## config.mk

```make
export PLATFORM = sky130hd
export DESIGN_NAME = vlc_bit_packer_flat
export DESIGN_NICKNAME = d
export VERILOG_FILES = /design/src/rtl/vlc_bit_packer_if.sv /design/src/rtl/vlc_bit_packer.sv /design/src/flat_wrapper.sv
export SDC_FILE = /design/constraint.sdc
export NUM_CORES = 1
export LEC_CHECK = 0
export BUFFER_PORTS_ARGS = -buffer_cell sky130_fd_sc_hd__clkbuf_2
export CAP_MARGIN = 20
export CORE_UTILIZATION = 59
export DETAILED_ROUTE_END_ITERATION = 8
export PLACE_DENSITY = 0.82
export SETUP_SLACK_MARGIN = 0.1
export SLEW_MARGIN = 20
export SYNTH_ARGS = -nofsm -noshare
export SYNTH_HDL_FRONTEND = slang
export SYNTH_SLANG_ARGS = --single-unit
export TNS_END_PERCENT = 10
```

## constraint.sdc

```tcl
create_clock -name clk -period 4.6 [get_ports clk]
set_input_delay 0.92 -clock clk [delete_from_list [all_inputs] [get_ports clk]]
set_output_delay 0.92 -clock clk [all_outputs]
set_load 0.005 [all_outputs]
```

## src/rtl/vlc_bit_packer_if.sv

```systemverilog
// vlc_bit_packer_if
//   Codeword-in / packed-word-out bundle for vlc_bit_packer.
//   Input side : in_valid, in_ready, in_code[MAX_LEN], in_len[LEN_W], in_flush
//   Output side: out_valid, out_ready, out_data[DATA_W], out_bytes[3], out_last
//   Status     : len_err (sticky codeword-length overflow)
//   Modports   : slave  - the packer's view (consumes codewords, drives words)
//                master - the environment's view (drives codewords, takes words)
`timescale 1ns/1ps

interface vlc_bit_packer_if #(
    parameter int DATA_W  = 32,
    parameter int MAX_LEN = 16,
    parameter int LEN_W   = 5
);
    logic               in_valid;
    logic               in_ready;
    logic [MAX_LEN-1:0] in_code;
    logic [LEN_W-1:0]   in_len;
    logic               in_flush;
    logic               out_valid;
    logic               out_ready;
    logic [DATA_W-1:0]  out_data;
    logic [2:0]         out_bytes;
    logic               out_last;
    logic               len_err;

    modport slave (
        input  in_valid, in_code, in_len, in_flush, out_ready,
        output in_ready, out_valid, out_data, out_bytes, out_last, len_err
    );

    modport master (
        output in_valid, in_code, in_len, in_flush, out_ready,
        input  in_ready, out_valid, out_data, out_bytes, out_last, len_err
    );
endinterface

```

## src/rtl/vlc_bit_packer.sv

```systemverilog
// vlc_bit_packer
//   Variable-length-code bitstream writer. Right-aligned codewords (in_code, in_len)
//   are appended MSB-first into an accumulator and emitted as DATA_W-bit words on a
//   valid/ready stream. A beat with in_flush closes the frame: remaining bits go out
//   zero-padded with out_bytes = ceil(bits/8) and out_last = 1.
// Ports
//   clk       clock, rising edge
//   rst_n     asynchronous active-low reset; discards all buffered bits
//   bus       vlc_bit_packer_if.slave (codeword input, word output, len_err)
//   bit_count bits accepted in the current frame (only with VLC_PACK_BITCNT_EN)
// Configuration
//   VLC_PACK_BITCNT_EN  define to add the bit_count output and its counter.
`timescale 1ns/1ps

module vlc_bit_packer #(
    parameter int DATA_W  = 32,
    parameter int MAX_LEN = 16,
    parameter int LEN_W   = 5
) (
    input  logic               clk,
    input  logic               rst_n,
    vlc_bit_packer_if.slave    bus
`ifdef VLC_PACK_BITCNT_EN
    ,
    output logic [31:0]        bit_count
`endif
);
    // The accumulator only takes a beat while fill < DATA_W, so it never holds
    // more than DATA_W-1+MAX_LEN bits.
    localparam int ACC_W  = DATA_W + MAX_LEN - 1;
    localparam int FILL_W = $clog2(ACC_W + 1);
    localparam logic [FILL_W-1:0] FILL_FULL  = FILL_W'(DATA_W);
    localparam logic [2:0]        FULL_BYTES = 3'(DATA_W / 8);

    typedef enum logic {
        ST_RUN,
        ST_FLUSH
    } state_t;

    state_t             state;
    state_t             state_nxt;

    logic [ACC_W-1:0]   acc;
    logic [ACC_W-1:0]   acc_nxt;
    logic [ACC_W-1:0]   acc_drained;
    logic [ACC_W-1:0]   ins_bits;
    logic [FILL_W-1:0]  fill;
    logic [FILL_W-1:0]  fill_nxt;
    logic [FILL_W-1:0]  fill_drained;
    logic [FILL_W-1:0]  ins_shift;

    logic               ready_en;
    logic               len_over;
    logic [LEN_W-1:0]   len_clamped;
    logic [MAX_LEN-1:0] code_masked;
    logic               accept;
    logic               out_free;
    logic               handoff_last;

    logic               load;
    logic [DATA_W-1:0]  load_data;
    logic [2:0]         load_bytes;
    logic               load_last;

    // ready_en holds in_ready low through reset and releases it one edge later.
    assign bus.in_ready = ready_en & (state == ST_RUN) & (fill < FILL_FULL);

    always_comb begin
        len_over     = bus.in_len > LEN_W'(MAX_LEN);
        len_clamped  = len_over ? LEN_W'(MAX_LEN) : bus.in_len;
        code_masked  = bus.in_code & ~({MAX_LEN{1'b1}} << len_clamped);
        accept       = bus.in_valid & bus.in_ready;
        out_free     = !bus.out_valid | bus.out_ready;
        handoff_last = bus.out_valid & bus.out_ready & bus.out_last;

        // Output-register load, evaluated on the pre-accept accumulator.
        load         = 1'b0;
        load_data    = acc[ACC_W-1 -: DATA_W];
        load_bytes   = FULL_BYTES;
        load_last    = 1'b0;
        acc_drained  = acc;
        fill_drained = fill;
        // Once the frame's last word sits in the register nothing else may load
        // until it is taken; otherwise an empty FLUSH would emit a second last word.
        if (out_free && !(bus.out_valid && bus.out_last)) begin
            if (fill >= FILL_FULL) begin
                load         = 1'b1;
                load_last    = (state == ST_FLUSH) && (fill == FILL_FULL);
                acc_drained  = acc << DATA_W;
                fill_drained = fill - FILL_FULL;
            end else if (state == ST_FLUSH) begin
                // Bits below fill are always zero, so the top slice is already padded.
                load         = 1'b1;
                load_last    = 1'b1;
                load_bytes   = 3'(({1'b0, fill} + (FILL_W+1)'(7)) >> 3);
                acc_drained  = '0;
                fill_drained = '0;
            end
        end

        // New code lands directly under the bits already held.
        ins_shift = FILL_W'(ACC_W) - fill_drained - FILL_W'(len_clamped);
        ins_bits  = {{(ACC_W-MAX_LEN){1'b0}}, code_masked} << ins_shift;

        acc_nxt  = acc_drained;
        fill_nxt = fill_drained;
        if (accept) begin
            acc_nxt  = acc_drained | ins_bits;
            fill_nxt = fill_drained + FILL_W'(len_clamped);
        end

        state_nxt = state;
        case (state)
            ST_RUN:   if (accept && bus.in_flush) state_nxt = ST_FLUSH;
            ST_FLUSH: if (handoff_last)           state_nxt = ST_RUN;
            default:                              state_nxt = ST_RUN;
        endcase
    end

    always_ff @(posedge clk or negedge rst_n) begin
        if (!rst_n) begin
            state    <= ST_RUN;
            acc      <= '0;
            fill     <= '0;
            ready_en <= 1'b0;
        end else begin
            state    <= state_nxt;
            acc      <= acc_nxt;
            fill     <= fill_nxt;
            ready_en <= 1'b1;
        end
    end

    always_ff @(posedge clk or negedge rst_n) begin
        if (!rst_n) begin
            bus.out_valid <= 1'b0;
            bus.out_data  <= '0;
            bus.out_bytes <= '0;
            bus.out_last  <= 1'b0;
        end else if (load) begin
            bus.out_valid <= 1'b1;
            bus.out_data  <= load_data;
            bus.out_bytes <= load_bytes;
            bus.out_last  <= load_last;
        end else if (bus.out_ready) begin
            bus.out_valid <= 1'b0;
        end
    end

    always_ff @(posedge clk or negedge rst_n) begin
        if (!rst_n) begin
            bus.len_err <= 1'b0;
        end else if (accept && len_over) begin
            bus.len_err <= 1'b1;
        end
    end

`ifdef VLC_PACK_BITCNT_EN
    always_ff @(posedge clk or negedge rst_n) begin
        if (!rst_n) begin
            bit_count <= '0;
        end else if (handoff_last) begin
            bit_count <= '0;
        end else if (accept) begin
            bit_count <= bit_count + 32'(len_clamped);
        end
    end
`endif

endmodule

```

## src/flat_wrapper.sv

```systemverilog
// flat-port wrapper written by rule: the top's interface ports become plain ports
module vlc_bit_packer_flat 
#(
    parameter int DATA_W  = 32,
    parameter int MAX_LEN = 16,
    parameter int LEN_W   = 5
)
  (clk, rst_n, bus_in_valid, bus_in_code, bus_in_len, bus_in_flush, bus_out_ready, bus_in_ready, bus_out_valid, bus_out_data, bus_out_bytes, bus_out_last, bus_len_err);
  vlc_bit_packer_if #(.DATA_W(DATA_W), .MAX_LEN(MAX_LEN), .LEN_W(LEN_W)) bus_i ();
  input  logic clk;
  input  logic rst_n;
  input wire logic [$bits(bus_i.in_valid)-1:0] bus_in_valid;
  input wire logic [$bits(bus_i.in_code)-1:0] bus_in_code;
  input wire logic [$bits(bus_i.in_len)-1:0] bus_in_len;
  input wire logic [$bits(bus_i.in_flush)-1:0] bus_in_flush;
  input wire logic [$bits(bus_i.out_ready)-1:0] bus_out_ready;
  output wire logic [$bits(bus_i.in_ready)-1:0] bus_in_ready;
  output wire logic [$bits(bus_i.out_valid)-1:0] bus_out_valid;
  output wire logic [$bits(bus_i.out_data)-1:0] bus_out_data;
  output wire logic [$bits(bus_i.out_bytes)-1:0] bus_out_bytes;
  output wire logic [$bits(bus_i.out_last)-1:0] bus_out_last;
  output wire logic [$bits(bus_i.len_err)-1:0] bus_len_err;
  assign bus_i.in_valid = bus_in_valid;
  assign bus_i.in_code = bus_in_code;
  assign bus_i.in_len = bus_in_len;
  assign bus_i.in_flush = bus_in_flush;
  assign bus_i.out_ready = bus_out_ready;
  assign bus_in_ready = bus_i.in_ready;
  assign bus_out_valid = bus_i.out_valid;
  assign bus_out_data = bus_i.out_data;
  assign bus_out_bytes = bus_i.out_bytes;
  assign bus_out_last = bus_i.out_last;
  assign bus_len_err = bus_i.len_err;
  vlc_bit_packer #(.DATA_W(DATA_W), .MAX_LEN(MAX_LEN), .LEN_W(LEN_W)) u_core (.clk(clk), .rst_n(rst_n), .bus(bus_i));
endmodule
```

======== Word-level counts from Yosys, hierarchy flattened ========
Index checks and enable logic that the tools add are counted.
storage, ports and cells
  output and inout port bits .............. 39
  word-level logic and storage cells ...... 60
  register bits ........................... 93
cells by class
  muxes and demuxes ....................... 22
  reduce and logical (&&, ||, !) cells .... 8
  shifts and indexed selects .............. 2
  equality and inequality tests ........... 1
  magnitude comparators ................... 3
  bitwise logic cells ..................... 10
  $add $sub $neg .......................... 5
operators with widths
  kind                                               number
  2-to-1 mux 47 bit                                  4
  bitwise OR 47 bit                                  1
  left shift 16 x 6 -> 47 bit                        1
  2-to-1 mux 6 bit                                   4
  bitwise AND 16 bit                                 1
  NOT 16 bit                                         1
  left shift 16 x 5 -> 16 bit, first input constant  1
  2-to-1 mux 1 bit                                   9
  2-to-1 mux 3 bit                                   3
  adder 6 x 3 -> 6 bit, second input constant        1
  adder 6 x 5 -> 6 bit                               1
  == test 6 bit, second input constant               1
  >= comparator 6 bit, second input constant         1
  less-than comparator 6 bit, second input constant  1
  subtractor 6 x 5 -> 6 bit                          1
  subtractor 6 bit, first input constant             1
  subtractor 6 bit, second input constant            1
  bitwise AND 1 bit                                  5
  > comparator 5 bit, second input constant          1
  logical AND 1 bit                                  5
  2-to-1 mux 5 bit                                   1
  zero test 1 bit                                    2
  case mux 1 bit (2 select lines)                    1
  nonzero test 2 bit                                 1
  2 further kinds                                    2

======== Longest topological paths before layout ========
Gate-level depths: netlist of the first run.
  depth in word-level cells ............... 9
  depth in mapped cells ................... 15
  mapped depth without buffers ............ 14

======== Least setup slack after synthesis of the first run ========
No wires, ideal clock.
  kind .................................... in2reg
  start ................................... input bus_in_len[4]
  end ..................................... register u_core.acc[37]
  arrival time ............................ 3,772 ps
  path slack .............................. 701 ps
  cell stages on the path ................. 14
  required time ........................... 4,474 ps
  cell sequence ........................... buf_4 clkbuf_1 clkbuf_1 nand2b_1 inv_1 ha_1 ha_1 a21o_1 a31o_2 a21oi_1 a311o_1 buf_6 nor2_1 a221o_1
on the way
  longest elaborated chain between the ends .. 8
ends and longest elaborated chain
  what                           line                   RTL
  from (decl)                    flat_wrapper.sv:14     input wire logic [$bits(bus_i.in_len)-1:0] bus_in_len;
  > comparator 5 bit             vlc_bit_packer.sv:69   len_over = bus.in_len > LEN_W'(MAX_LEN);
  2-to-1 mux 5 bit *             vlc_bit_packer.sv:70   len_clamped = len_over ? LEN_W'(MAX_LEN) : bus.in_len;
  left shift 16 x 5 -> 16 bit    vlc_bit_packer.sv:71   code_masked = bus.in_code & ~({MAX_LEN{1'b1}} << len_clamped);
  NOT 16 bit                     vlc_bit_packer.sv:71
  bitwise AND 16 bit             vlc_bit_packer.sv:71
  left shift 16 x 6 -> 47 bit *  vlc_bit_packer.sv:103  ins_bits = {{(ACC_W-MAX_LEN){1'b0}}, code_masked} << ins_shift;
  bitwise OR 47 bit *            vlc_bit_packer.sv:108  acc_nxt = acc_drained | ins_bits;
  2-to-1 mux 47 bit *            vlc_bit_packer.sv:107  if (accept) begin
  named net u_core.acc_nxt[37]   vlc_bit_packer.sv:44   logic [ACC_W-1:0] acc_nxt;
  to (signal assigned)           vlc_bit_packer.sv:128  acc <= acc_nxt;
  to (decl)                      vlc_bit_packer.sv:43   logic [ACC_W-1:0] acc;
Mark *: on every way through the listed nets, which the timed path passes. The rest lies on a longest branch.
A chain may end at the register's enable or synchronous reset.

======== Worst setup path after layout of the first run ========
  start ................................... input bus_out_ready
  end ..................................... register u_core.acc[42]
on the way
  longest elaborated chain between the ends .. 8
ends and longest elaborated chain
  what                          line                   RTL
  from (decl)                   flat_wrapper.sv:16     input wire logic [$bits(bus_i.out_ready)-1:0] bus_out_ready;
  bitwise OR 1 bit *            vlc_bit_packer.sv:73   out_free = !bus.out_valid | bus.out_ready;
  logical AND 1 bit *           vlc_bit_packer.sv:85   if (out_free && !(bus.out_valid && bus.out_last)) begin
  2-to-1 mux 6 bit              vlc_bit_packer.sv:85
  subtractor 6 bit              vlc_bit_packer.sv:102  ins_shift = FILL_W'(ACC_W) - fill_drained - FILL_W'(len_clamped);
  subtractor 6 x 5 -> 6 bit     vlc_bit_packer.sv:102
  left shift 16 x 6 -> 47 bit   vlc_bit_packer.sv:103
  bitwise OR 47 bit             vlc_bit_packer.sv:108
  2-to-1 mux 47 bit *           vlc_bit_packer.sv:107
  named net u_core.acc_nxt[42]  vlc_bit_packer.sv:44
Marked as above.

==> reports/results.tsv, run 1 <==
stage	metric	value	unit
worst_hold_path	hold_path_class	reg -> reg	
critical_path	critPathArrivalTime	4.33	ns
place	dp_slack	0.225	ns
floorplanning	start_util	0.612	
clock_tree	clk_latency	0.37	ns
power_and_ir_drop	power.leakage	2.99	nW
timing	timing.final.crit_share	0.883	
routing	detail-route-antenna-nets	0	
clock_tree	cts.clk_slew.worst_paths	0.10	ns
clock_tree	cts_tree	done	
floorplanning	die-area	10000	um^2
timing	finalSetupViolations	0	
timing	setup_tns	0	ns
routing	wl_per_cell	18.7	um
final_layout	final_nets	731	
routing	drcViolationCount	0	
logic_synthesis	synth_edf_count	0	
clock_tree	cts_setup_buffers	0	
final_layout	diodes	0	
floorplanning	fp-row-count	35	
routing	first_iter_violations	566	
clock_tree	cts_max_level	3	
final_layout	final_cell_mix	147 x nand2_1, 93 x dfrtp_1, 63 x clkbuf_2, 34 x o21ai_0	
global_routing	grt_pass1_vias	4932	
clock_tree	clock_path_buffers	2	
clock_tree	cts_hold_buf	0	
clock_tree	cts_buffers	9	
critical_path	criticalPathCategory	in -> reg	
timing	slew_headroom	0.490	
logic_synthesis	synth_area_per_cell	8.93	um^2
logic_synthesis	yosysSeqAreaShare	0.410	
power_and_ir_drop	fin_total_pwr	4.99	mW
global_routing	grt.total_usage	0.318	
clock_tree	ctsResizeCount	0	
floorplanning	fp.dieW	100	um
global_routing	grt_overflow_total	0	
global_routing	grt_max_degree	55	
final_layout	layout_commonest_cell	nand2_1	
final_layout	stdcell_area	6350	um^2
timing	slew_violations	0	
final_layout	fillers	787	
logic_synthesis	synth_nets	675	
timing	finClkSkew	0.0177	ns
timing	hold_violations	0	
routing	vias	5307	
logic_synthesis	ys.warnings.count	0	
logic_synthesis	ys_ff_latch	93	
critical_path	crit_required	4.87	ns
place	dp_hpwl	11500	um
clock_tree	root_buffer	clkbuf_8	
routing	firstDrtPassIters	7	
global_routing	grt_pass1_wl	25000	um
global_routing	antenna_found_initial	0	
place	gp_congestion	0.939	
place	io_buffers	64	
critical_path	cp-start-kind	input port	
routing	drt-vias-per-instance	6.42	
logic_synthesis	synthFlopType	dfrtp_1	
floorplanning	fp.coreArea	9280	um^2
timing	rsz0062_at_grt	no	
final_layout	layout-drive-gt1-share	0.209	
power_and_ir_drop	ir_worst_vdd	373	uV
timing	fin_crit	4.06	ns
critical_path	crit_path_top_delay_cell	ha_1	
critical_path	slowest_delay	0.55	ns
floorplanning	ios	65	
critical_path	crit_fanout	16	
timing	max_slew.worst_pin.slew	0.765	ns
final_layout	fin_util	0.684	
power_and_ir_drop	power.density	786	nW/um^2
logic_synthesis	syn_area	5680	um^2
critical_path	path_cells	clkbuf_2 > nor2b_2 > o21ai_4 > and2_1 > ha_1 > ha_1 > ha_1 > inv_2 > buf_4 > mux4_2 > mux2i_1 > nand3_1 > o211ai_1	
floorplanning	fp.dieH	100	um
critical_path	worst_path_most_repeated_cell	ha_1	
logic_synthesis	synthCells	636	
critical_path	crit_buf_inv	3	
critical_path	cp_top_family	adder cells	
routing	drt-total-wl	15400	um
clock_tree	cts.sinks	93	
timing	setup_slack	0.540	ns
final_layout	syn_to_final_growth	11.8	%
run	maxCapViolCount	0	
logic_synthesis	synth_cell_type_count	81	
timing	fmax	0.246	GHz
place	place_area	6150	um^2
outcome	status	complete, no violations	
logic_synthesis	async_flop_share	1.00	
critical_path	worst_setup_path_end_kind	flip-flop	
==> cells by family after synthesis <==
family / synth area share
AND/OR/NAND/NOR: 0.217
AO/OA/AOI/OAI: 0.231
flip-flops: 0.410
buffers and inverters: 0.0447
multiplexers: 0.0456
adder cells (fa/ha/maj): 0.0317
XOR/XNOR: 0.0198
other: 0.000660
==> path summary, 6_finish.rpt <==
kind	startpoint	end	slack [ns]	cells past startpoint
worst min register to register	u_core.bus.out_data[0]	u_core.bus.out_data[0]	0.48	2
max in group asynchronous	rst_n	u_core.acc[23]	3.05	2
min in group asynchronous	rst_n	u_core.bus.out_valid	0.58	1
worst min-delay path	u_core.bus.out_data[0]	u_core.bus.out_data[0]	0.48	2
worst max register to register	u_core.bus.out_valid	u_core.acc[42]	0.72	12
worst max-delay path	bus_out_ready	u_core.acc[42]	0.54	13
==> flip-flops by register name (all words and copies together) (netlist names) <==
signal	flops
u_core.acc	47
u_core.bus.out_data	32
u_core.fill	6
u_core.bus.out_bytes	3
u_core.bus.len_err	1
u_core.bus.out_last	1
u_core.bus.out_valid	1
u_core.ready_en	1
u_core.state	1
==> per-layer routing <==
layer | routed length, um | part of all wire | vias up | GRT usage
met3 | 1180 | 0.076 | 38 | 0.0397
met1 | 6630 | 0.43 | 2508 | 0.446
met4 | 455 | 0.029 | 0 | 0.109
li1 | - | - | 2430 | -
met5 | 0 | 0 | - | 0
met2 | 7180 | 0.46 | 331 | 0.511
==> cells in the mapped netlist, drive strengths merged, types with 3 or more instances <==
cell type / count / share of area
a22o: 10 / 0.015
a22oi: 15 / 0.020
nor2b: 7 / 0.0086
xnor2: 8 / 0.012
nor2: 27 / 0.018
a221o: 3 / 0.0053
nand2: 148 / 0.098
buf: 20 / 0.022
o211ai: 16 / 0.021
and3: 5 / 0.0055
ha: 12 / 0.026
or2: 9 / 0.0099
and2: 14 / 0.015
or4: 3 / 0.0040
a31oi: 5 / 0.0055
o221ai: 15 / 0.023
o21ai: 37 / 0.035
nand3: 21 / 0.019
dfrtp: 93 / 0.41
nand2b: 7 / 0.0086
inv: 9 / 0.0059
o21a: 5 / 0.0066
nor3: 6 / 0.0053
mux2: 9 / 0.018
or3: 4 / 0.0044
o31ai: 4 / 0.0053
a21oi: 18 / 0.016
nand4: 6 / 0.0066
a41oi: 3 / 0.0046
a221oi: 6 / 0.013
o32ai: 3 / 0.0059
mux4: 3 / 0.012
mux2i: 9 / 0.016
a21o: 7 / 0.0093
o22ai: 3 / 0.0033
xor2: 4 / 0.0075
clkbuf: 24 / 0.016
==> metrics by stage <==
| step | std cells | hold WS [ns] |
|---|---|---|
| after floorplan | 636 | 0.431 |
| after global routing | 826 | 0.504 |
| after CTS | 826 | 0.486 |
| final | 826 | 0.479 |
| after detailed placement | 810 | 0.451 |
| after global placement | 810 | 0.456 |
==> area by class of cell <==
type | instances | area (um^2) | share of cell area
well taps | 129 | 161 | 0.0254
inverters | 11 | 41.3 | 0.00650
clock buffers | 9 | 124 | 0.0195
clock inverters | 7 | 72.6 | 0.0114
flip-flops and latches | 93 | 2330 | 0.366
multi-input cells | 488 | 3110 | 0.490
repair buffers | 89 | 510 | 0.0804
==> worst min-delay path, cell delays in order, from the launching register on <==
cell	delay [ns]
dfrtp_1	0.35
nand2_1	0.05
nand2_1	0.05
==> where the power goes <==
group / switching [mW] / total, mW / internal, mW
Combinational: 2.02 / 3.17 / 1.16
Clock: 0.327 / 0.541 / 0.214
Sequential: 0.191 / 1.28 / 1.09
Power figures use the tool's default switching activity.
==> run 2, diff against run 1 <==
--- a/config.mk
+++ b/config.mk
@@ -10,6 +10,7 @@
 export CORE_UTILIZATION = 59
 export DETAILED_ROUTE_END_ITERATION = 8
 export PLACE_DENSITY = 0.82
+export RECOVER_POWER = 25
 export SETUP_SLACK_MARGIN = 0.1
 export SLEW_MARGIN = 20
 export SYNTH_ARGS = -nofsm -noshare
==> reports/results.tsv, run 2 (same netlist as run 1, synthesis figures left out) <==
stage	metric	value	unit	change
outcome	status	finished, violations left		was complete, no violations
outcome	violations	capacitance limit, slew limit		
routing	drt-vias-per-instance	6.39		was 6.42
clock_tree	cts_buffers	9		unchanged
timing	fin_crit	4.05	ns	was 4.06 ns
critical_path	cp-startpoint	bus_out_ready		unchanged
critical_path	crit_fanout	16		unchanged
routing	wl_per_cell	18.7	um	about the same
global_routing	grt_overflow_total	0		unchanged
place	dp_hpwl	11500	um	unchanged
power_and_ir_drop	ir_worst_vdd	375	uV	was 373 uV
final_layout	diodes	0		unchanged
critical_path	r2r_setup_slack	0.73	ns	was 0.72 ns
clock_tree	clk_latency	0.37	ns	about the same
critical_path	slowest_delay	0.55	ns	about the same
place	gp_congestion	0.939		unchanged
routing	first_iter_violations	612		was 566
routing	drcViolationCount	0		unchanged
timing	finClkSkew	0.0190	ns	was 0.0177 ns
critical_path	crit_required	4.86	ns	was 4.87 ns
critical_path	criticalPathCategory	in -> reg		unchanged
clock_tree	root_buffer	clkbuf_8		unchanged
clock_tree	cts.sinks	93		unchanged
power_and_ir_drop	pwr-share-clk	0.108		about the same
floorplanning	start_util	0.612		unchanged
floorplanning	ios	65		unchanged
floorplanning	fp-row-count	35		unchanged
worst_hold_path	hold-path-cell-count	2		unchanged
power_and_ir_drop	switching_share	0.507		was 0.508
clock_tree	clock_path_buffers	2		unchanged
critical_path	cp-start-kind	input port		unchanged
power_and_ir_drop	power.density	786	nW/um^2	about the same
power_and_ir_drop	power.leakage	2.99	nW	about the same
global_routing	grt_max_degree	55		unchanged
timing	slew_violations	55		was 0
critical_path	worst_path_most_repeated_cell	ha_1		unchanged
power_and_ir_drop	fin_total_pwr	4.99	mW	about the same
global_routing	antenna_found_initial	0		unchanged
timing	finalSetupViolations	0		unchanged
worst_hold_path	hp-start	u_core.bus.out_data[0]		unchanged
run	maxCapViolCount	1		was 0
floorplanning	fp.dieH	100	um	unchanged
clock_tree	cts_setup_buffers	0		unchanged
worst_hold_path	hold_path_class	reg -> reg		unchanged
final_layout	largest_reg_flops	47		unchanged
final_layout	layout-drive-gt1-share	0.208		was 0.209
final_layout	instances_no_fill	826		unchanged
critical_path	worst_setup_path_end_kind	flip-flop		unchanged
global_routing	grt_pass1_wl	25000	um	unchanged
floorplanning	die-area	10000	um^2	unchanged
routing	vias	5278		was 5307
critical_path	rr_worst_depth	12		unchanged
critical_path	path_cells	clkbuf_2 > nor2b_2 > o21ai_4 > and2_1 > ha_1 > ha_1 > ha_1 > inv_2 > buf_4 > mux4_2 > mux2i_1 > nand3_1 > o211ai_1		unchanged
final_layout	top_register	u_core.acc		unchanged
final_layout	top_regs	u_core.acc: 47 flops, u_core.bus.out_data: 32 flops, u_core.fill: 6 flops		unchanged
critical_path	crit_path_top_delay_cell	ha_1		unchanged
floorplanning	fp.coreArea	9280	um^2	unchanged
power_and_ir_drop	internal_power	2.46	mW	about the same
final_layout	layout_commonest_cell	nand2_1		unchanged
final_layout	final_nets	731		unchanged
clock_tree	cts_hold_buf	0		unchanged
final_layout	final_cell_mix	147 x nand2_1, 93 x dfrtp_1, 63 x clkbuf_2, 34 x o21ai_0, 26 x nor2_1		was 147 x nand2_1, 93 x dfrtp_1, 63 x clkbuf_2, 34 x o21ai_0
routing	detail-route-antenna-nets	0		unchanged
floorplanning	fp.dieW	100	um	unchanged
timing	hold_violations	0		unchanged
final_layout	syn_to_final_growth	11.7	%	was 11.8%
timing	setup_tns	0	ns	unchanged
power_and_ir_drop	p_switching	2.53	mW	was 2.54 mW
clock_tree	cts.clk_slew.worst_paths	0.10	ns	about the same
timing	rsz0062_at_grt	no		unchanged
timing	timing.final.crit_share	0.880		was 0.883
clock_tree	cts_tree	done		unchanged
place	io_buffers	64		unchanged
critical_path	critPathArrivalTime	4.31	ns	was 4.33 ns
routing	drt-total-wl	15500	um	was 15400 um
worst_hold_path	hold_path_end	u_core.bus.out_data[0]		unchanged
critical_path	r2r-end	u_core.acc[42]		unchanged
timing	slew_headroom	-0.856		was 0.490
place	place_inst	810		unchanged
power_and_ir_drop	p_comb_frac	0.635		was 0.636
critical_path	r2r_start	u_core.bus.out_valid		unchanged
clock_tree	cts_max_level	3		unchanged
global_routing	grt.total_usage	0.318		unchanged
clock_tree	ctsResizeCount	0		unchanged
timing	fmax	0.247	GHz	was 0.246 GHz
power_and_ir_drop	pwr-share-seq	0.256		about the same
routing	firstDrtPassIters	6		was 7
global_routing	grt_pass1_vias	4932		unchanged
timing	max_slew.worst_pin.slew	2.78	ns	was 0.765 ns
run 2: cell count changes in the layout (fill, tap and decap cells not counted), sizes merged:
cell    before  now
clkbuf      72   73
buf         26   25
run 2: per-layer routing:
layer	vias to the layer above	wire, um	global-route usage
met5	-	0	0
met2	300	7190	0.511
li1	2424	-	-
met3	40	1110	0.0397
met4	0	460	0.109
met1	2514	6700	0.446
run 2: worst max-delay path: cells and delay by family:
| family | cells | cell delay [ns] |
|---|---|---|
| multiplexers | 2 | 0.89 |
| adder cells (fa/ha/maj) | 3 | 1.06 |
| buffers and inverters | 3 | 0.51 |
| AO/OA/AOI/OAI | 2 | 0.37 |
| AND/OR/NAND/NOR | 3 | 0.56 |
run 2: worst max path at each step:
| stage | end | slack [ns] | cells after the start |
|---|---|---|---|
| 3_5_place_dp | u_core.acc[42] | 0.22 | 13 |
| 3_3_place_gp | u_core.acc[42] | 0.26 | 13 |
| 4_1_cts | u_core.acc[42] | 0.57 | 13 |
| 2_1_floorplan | u_core.acc[37] | 0.70 | 14 |
| 5_1_grt | u_core.acc[42] | 0.31 | 13 |
| 6_report | u_core.acc[42] | 0.55 | 13 |
run 2: layout make-up:
type | instances | area [um^2]
Fill cell | 786 | 2940
Clock inverter | 7 | 72.6
Timing Repair Buffer | 89 | 507
Multi-Input combinational cell | 488 | 3110
Inverter | 11 | 41.3
Tap cell | 129 | 161
Clock buffer | 9 | 124
Sequential cell | 93 | 2330
run 2: power groups by stage:
stage	combinational [mW]	sequential (mW)	clock [mW]
after floorplan	2.18	1.25	0
after global placement	3.01	1.28	0
after detailed placement	3.07	1.29	0
after CTS	3.10	1.28	0.547
after global routing	3.46	1.30	0.577
final	3.17	1.28	0.541
run 2: stage by stage:
stage	hold slack, ns	utilization	worst slack, ns	cell area (um^2)
floorplan	0.431	-	0.701	5680
global placement	0.456	0.663	0.261	6150
detailed placement	0.451	0.663	0.225	6150
CTS	0.486	0.684	0.572	6350
global route	0.504	0.684	0.307	6350
finish	0.478	0.684	0.552	6350
